File: src/rtl/gray_pkg.sv
// Shared Gray-code definitions: default widths, tracker states, WIDTH-generic Gray->binary helper.
// gray2bin is combinational; callers zero-extend into GRAY_MAX_W and truncate the result.
package gray_pkg;

    localparam int GRAY_W_DEF      = 4;
    localparam int REV_W_DEF       = 8;
    localparam int ERR_W_DEF       = 4;
    localparam int SYNC_STAGES_DEF = 2;
    localparam int GRAY_MAX_W      = 32;

    typedef enum logic {
        PRIME = 1'b0,
        TRACK = 1'b1
    } trk_state_e;

    // Running XOR from the MSB down; zero-extended upper bits leave the accumulator at 0.
    function automatic logic [GRAY_MAX_W-1:0] gray2bin(input logic [GRAY_MAX_W-1:0] g);
        logic                  acc;
        logic [GRAY_MAX_W-1:0] b;
        acc = 1'b0;
        b   = '0;
        for (int i = GRAY_MAX_W - 1; i >= 0; i--) begin
            acc  = acc ^ g[i];
            b[i] = acc;
        end
        return b;
    endfunction

endpackage

File: src/rtl/gray_sync.sv
// Multi-bit SYNC_STAGES-deep synchroniser for a Gray word; latency SYNC_STAGES cycles.
// vld_o rises once the pipeline holds only post-reset samples; no backpressure.
module gray_sync #(
    parameter int WIDTH       = 4,
    parameter int SYNC_STAGES = 2
) (
    input  logic             clk,
    input  logic             rst_n,
    input  logic [WIDTH-1:0] d_i,
    output logic [WIDTH-1:0] q_o,
    output logic             vld_o
);

    logic [WIDTH-1:0]       stage_q [SYNC_STAGES];
    logic [SYNC_STAGES-1:0] fill_q;

    always_ff @(posedge clk or negedge rst_n) begin
        if (!rst_n) begin
            for (int i = 0; i < SYNC_STAGES; i++) begin
                stage_q[i] <= '0;
            end
            fill_q <= '0;
        end else begin
            stage_q[0] <= d_i;
            for (int i = 1; i < SYNC_STAGES; i++) begin
                stage_q[i] <= stage_q[i-1];
            end
            fill_q <= {fill_q[SYNC_STAGES-2:0], 1'b1};
        end
    end

    assign q_o   = stage_q[SYNC_STAGES-1];
    assign vld_o = fill_q[SYNC_STAGES-1];

endmodule

File: src/rtl/gray_position_decoder.sv
// Synchronise and decode a Gray position; track step direction, revolutions and illegal jumps.
// Latency SYNC_STAGES+1 (SYNC_STAGES+2 with GRAY_DEGLITCH_EN); no backpressure.
module gray_position_decoder
    import gray_pkg::*;
#(
    parameter int WIDTH       = GRAY_W_DEF,
    parameter int REV_W       = REV_W_DEF,
    parameter int ERR_W       = ERR_W_DEF,
    parameter int SYNC_STAGES = SYNC_STAGES_DEF
) (
    input  logic             clk,
    input  logic             rst_n,
    input  logic             clear,
    input  logic [WIDTH-1:0] gray_in,
    output logic [WIDTH-1:0] pos_bin,
    output logic             pos_valid,
    output logic             step_pulse,
    output logic             dir_up,
    output logic [REV_W-1:0] rev_count,
    output logic             err_pulse,
    output logic [ERR_W-1:0] err_count
);

    localparam logic [WIDTH-1:0] POS_MAX  = '1;
    localparam logic [WIDTH-1:0] DIFF_UP  = WIDTH'(1);
    localparam logic [WIDTH-1:0] DIFF_DN  = '1;
    localparam logic [ERR_W-1:0] ERR_MAX  = '1;

    logic [WIDTH-1:0] sync_gray;
    logic             sync_vld;
    logic [WIDTH-1:0] new_bin;
    logic [WIDTH-1:0] diff_d;
    logic             accept;

    trk_state_e       state_q;
    logic [WIDTH-1:0] pos_q;
    logic             valid_q;
    logic             step_q;
    logic             dir_q;
    logic [REV_W-1:0] rev_q;
    logic             err_q;
    logic [ERR_W-1:0] err_cnt_q;

    gray_sync #(
        .WIDTH       (WIDTH),
        .SYNC_STAGES (SYNC_STAGES)
    ) u_sync (
        .clk   (clk),
        .rst_n (rst_n),
        .d_i   (gray_in),
        .q_o   (sync_gray),
        .vld_o (sync_vld)
    );

    assign new_bin = WIDTH'(gray2bin(GRAY_MAX_W'(sync_gray)));
    assign diff_d  = new_bin - pos_q;

`ifdef GRAY_DEGLITCH_EN
    // A value must be seen on two consecutive synchronised cycles before it is evaluated.
    logic [WIDTH-1:0] prev_q;

    always_ff @(posedge clk or negedge rst_n) begin
        if (!rst_n) begin
            prev_q <= '0;
        end else begin
            prev_q <= sync_gray;
        end
    end

    assign accept = sync_vld && (sync_gray == prev_q);
`else
    assign accept = sync_vld;
`endif

    always_ff @(posedge clk or negedge rst_n) begin
        if (!rst_n) begin
            state_q   <= PRIME;
            pos_q     <= '0;
            valid_q   <= 1'b0;
            step_q    <= 1'b0;
            dir_q     <= 1'b0;
            rev_q     <= '0;
            err_q     <= 1'b0;
            err_cnt_q <= '0;
        end else if (clear) begin
            state_q   <= PRIME;
            valid_q   <= 1'b0;
            step_q    <= 1'b0;
            rev_q     <= '0;
            err_q     <= 1'b0;
            err_cnt_q <= '0;
        end else begin
            step_q <= 1'b0;
            err_q  <= 1'b0;
            case (state_q)
                PRIME: begin
                    if (accept) begin
                        pos_q   <= new_bin;
                        valid_q <= 1'b1;
                        state_q <= TRACK;
                    end
                end
                TRACK: begin
                    // Legality is decided by the binary difference only, not the Gray bit count.
                    if (accept && diff_d != '0) begin
                        pos_q <= new_bin;
                        if (diff_d == DIFF_UP) begin
                            step_q <= 1'b1;
                            dir_q  <= 1'b1;
                            if (pos_q == POS_MAX) rev_q <= rev_q + REV_W'(1);
                        end else if (diff_d == DIFF_DN) begin
                            step_q <= 1'b1;
                            dir_q  <= 1'b0;
                            if (pos_q == '0) rev_q <= rev_q - REV_W'(1);
                        end else begin
                            err_q <= 1'b1;
                            if (err_cnt_q != ERR_MAX) err_cnt_q <= err_cnt_q + ERR_W'(1);
                        end
                    end
                end
                default: state_q <= PRIME;
            endcase
        end
    end

    assign pos_bin    = pos_q;
    assign pos_valid  = valid_q;
    assign step_pulse = step_q;
    assign dir_up     = dir_q;
    assign rev_count  = rev_q;
    assign err_pulse  = err_q;
    assign err_count  = err_cnt_q;

endmodule

File: config.mk
export PLATFORM = sky130hd
export DESIGN_NAME = gray_position_decoder
export DESIGN_NICKNAME = d
export VERILOG_FILES = /design/src/rtl/gray_pkg.sv /design/src/rtl/gray_sync.sv /design/src/rtl/gray_position_decoder.sv
export SDC_FILE = /design/constraint.sdc
export NUM_CORES = 1
export LEC_CHECK = 0
export ABC_AREA = 1
export CORE_UTILIZATION = 55
export DETAILED_ROUTE_END_ITERATION = 10
export MAX_ROUTING_LAYER = met4
export PLACE_DENSITY_LB_ADDON = 0.2
export SLEW_MARGIN = 20
export SYNTH_ARGS = -nofsm -noshare
export SYNTH_HDL_FRONTEND = slang
export SYNTH_HIERARCHICAL = 1
export SYNTH_SLANG_ARGS = --single-unit
File: constraint.sdc
create_clock -name clk -period 8 [get_ports clk]
set_input_delay 1.6 -clock clk [delete_from_list [all_inputs] [get_ports clk]]
set_output_delay 1.6 -clock clk [all_outputs]
set_load 0.01 [all_outputs]
==> metrics.md <==
| Metric | Value |
|---|---|
| Status | finished clean |
| Max clock buf depth | 2 |
| Crit path cell chain | xor2_2, xor2_1, xnor2_1, clkinv_1, ha_1, fa_1, inv_1, nor2_1, nand3_4, ha_1, nand3_1, nand2_1, nand2_1, a21oi_1, o21ai_0, a21oi_1, nand2_1, nand2_1 |
| Worst setup EP type | flop |
| Power Dens Cells | 343.2 nW/um^2 |
| Layout Nets | 268 |
| Adder and majority cell fraction of the synthesized area | 9.016% |
| DR vias/cell | 4.925 |
| Worst clock skew | 0.008369 ns |
| Initial DRC Count | 68 |
| Syn Inst Count | 221 |
| Clk pin slew, worst setup/hold paths | roughly 0.11 ns |
| Initial core utilization | 59.03% |
| ANT cells | 0 |
| Largest net degree at the start of global routing | 32 |
| Post-CTS Setup Bufs | 0 |
| Skew-Pair Late Insertion Delay | 0.35 ns |
| Commonest non-fill, non-tap cell in the layout | nand2_1 |
| Leakage | 1.102 nW |
| Antenna violations before repair | 0 |
| Synth Area in Simple Gates | 29.78% |
| Post_cts resized | 0 |
| CP peak stage delay | about 0.53 ns |
| Crit path time final | 3.747 ns |
| Post-synth ARST share | 100.0% |
| Core area | roughly 3100 um^2 |
| Post-synth EDFFs | 0 |
| Total power | 762.2 uW |
| Syn avg cell area | a little over 8 um^2 |
| Worst r2r src | u_sync/q_o[3]$_DFF_PN0_ |
| Port Buf Inserts | 26 |
| Final Slew Violations | 0 |
| Post-synth top flop | dfrtp_1 |
| Dpl hpwl | roughly 2300 um |
| Final Hold Vio Count | 0 |
| CP Class | flop to flop |
| Global-route wire length before repair | approximately 5400 um |
| Die Y | 59.71 um |
| Sequential share of the synthesized area | 42.35% |
| CTS Root Cell | clkbuf_4 |
| CP Data Arrival Time | just over 4 ns |
| Post-synth net total | 240 |
| Wire per inst | 10.91 um |
| Seq cells post-synth | 31 |
| Global route total overflow | 0 |
| Main combinational cell family by area after synthesis | simple AND/OR/NAND/NOR gates |
| Tcrit/Tclk final | a little under half |
| Fillers | 261 |
| Critical path origin | u_sync/q_o[3]$_DFF_PN0_ |
| Post-synthesis compound-gate area fraction | 7.514% |
| H-tree depth | 2 |
| WL final | 3209 um |
| Worst vdd ir | ~0.18 mV |
| Row cnt | 20 |
| Num CTS Buffers | 5 |
| Hold_sp | u_sync/stage_q[6]$_DFF_PN0_ |
| RSZ-0062 raised after global routing | false |
| CP required | 8.30 ns |
| Ys Warns | 6 |
| Pre-antenna DRT Iters | 4 |
| Most frequent cells in the layout | nand2_1, dfrtp_1, clkdlybuf4s50_1, inv_1, nor2_1 |
| CTS tree | built |
| Final Wtd Congestion | roughly 0.9 |
| Die span in x | between 50 and 60 um |
| CTS hold repair buffers | 0 |
| Post-synthesis cell type count | 29 |
| Worst setup SP type | flop |
| Die Footprint | 3565 um^2 |
| Max cap viols | 0 |
| Vias in the first global route | between 1,000 and 1,500 |
| Area Overhead vs Synth | 21.24% |
| Max Clock Freq | 266.9 MHz |
| DR vias | 1,448 |
| DRC Markers | 0 |
| Setup_tns | 0 ns |
| I/O pins | 27 |
| Total track usage | 21.71% |
| XOR/XNOR Fraction of Synth Area | 3.689% |
| Post-synthesis mux area share | 0% |
| Share of layout cells above drive strength 1 | 11.60% |
| ANT nets after route | 0 |
| Cell Area, Synth | approximately 1800 um^2 |
| Final setup viols | 0 |
| Worst min-delay path class | flop to flop |
| # clock sinks | 31 |
| Most used cell, CP | nand2_1 |
| Crit Path Max Fanout | 13 |
| Slowest-stage cell, CP | fa_1 |
## cell families after synthesis
group / count (synthesis)
AO/OA/AOI/OAI: 27
XOR/XNOR: 6
adder cells (fa/ha/maj): 12
buffers and inverters: 32
flip-flops: 31
other: 1
AND/OR/NAND/NOR: 112
## flip-flops by register name (all words and copies together), names as in the netlist
signal / count
rev_count: 8
err_count: 4
pos_bin: 4
u_sync/q_o: 4
u_sync/stage_q: 4
u_sync/fill_q: 2
dir_up: 1
err_pulse: 1
pos_valid: 1
state_q: 1
step_pulse: 1
## per-layer routing
metal,global-route usage [%],share of wire (%),vias up
li1,-,-,757
met1,26.45,45,640
met2,33.49,47,43
met3,5.195,5.8,8
met4,11.30,1.8,0
met5,-,0,-
## Yosys cell counts, types with 4 or more instances
cell	n	area (um^2)
inv_1	23	86.33
buf_4	4	30.03
o21ai_1	4	20.02
nand3_1	12	60.06
ha_1	10	125.1
nor2_1	20	75.07
o21ai_0	6	30.03
dfrtp_1	31	775.7
nand2_2	6	37.54
nand2_1	58	217.7
a21oi_1	16	80.08
## worst max-delay path: cells and delay by family (launching register included)
| kind | cells | cell delay, ns |
|---|---|---|
| adders and majority gates | 3 | 1.15 |
| buffers and inverters | 2 | 0.15 |
| and+or+nand+nor | 7 | 0.82 |
| xor gates and xnor gates | 3 | 0.76 |
| AOI/OAI and AO/OA | 3 | 0.39 |
| DFF | 1 | 0.43 |
## worst paths after layout
kind	cells past startpoint	endpoint	slack, ns
worst min-delay path	0	u_sync/q_o[2]$_DFF_PN0_	0.36
worst min register to register	0	u_sync/q_o[2]$_DFF_PN0_	0.36
max in group asynchronous	2	u_sync/stage_q[4]$_DFF_PN0_	6.10
worst max register to register	18	rev_count[5]$_DFFE_PN0P_	4.25
worst max-delay path	18	rev_count[5]$_DFFE_PN0P_	4.25
min in group asynchronous	2	rev_count[7]$_DFFE_PN0P_	1.63
## stage by stage
stage	setup WS, ns	hold WS (ns)	instances	util, %	instance area [um^2]
finish	4.253	0.3554	294	71.57	2221
global route	3.902	0.3674	294	71.57	2221
CTS	4.229	0.3583	294	71.57	2221
detailed placement	4.249	0.3347	286	68.19	2116
global placement	4.357	0.3337	286	68.19	2116
floorplan	4.484	0.3312	221	-	1832
## area by class of cell
class	count	area, um^2	share of cell area, %
Inverter	26	97.59	4.394
Timing Repair Buffer	27	267.8	12.06
Clock inverter	3	67.56	3.042
Tap cell	44	55.05	2.479
Sequential cell	31	775.7	34.93
Clock buffer	5	37.54	1.690
Multi-Input combinational cell	158	919.6	41.41
## power by group
| part | switching, mW | leakage, nW | total (mW) | internal [mW] |
|---|---|---|---|---|
| Clock | 0.0589 | 0.0514 | 0.156 | 0.0971 |
| Combinational | 0.210 | 0.663 | 0.381 | 0.171 |
| Sequential | 0.0349 | 0.388 | 0.225 | 0.190 |
| Total | 0.304 | 1.10 | 0.762 | 0.458 |
Power figures use the tool's default switching activity.
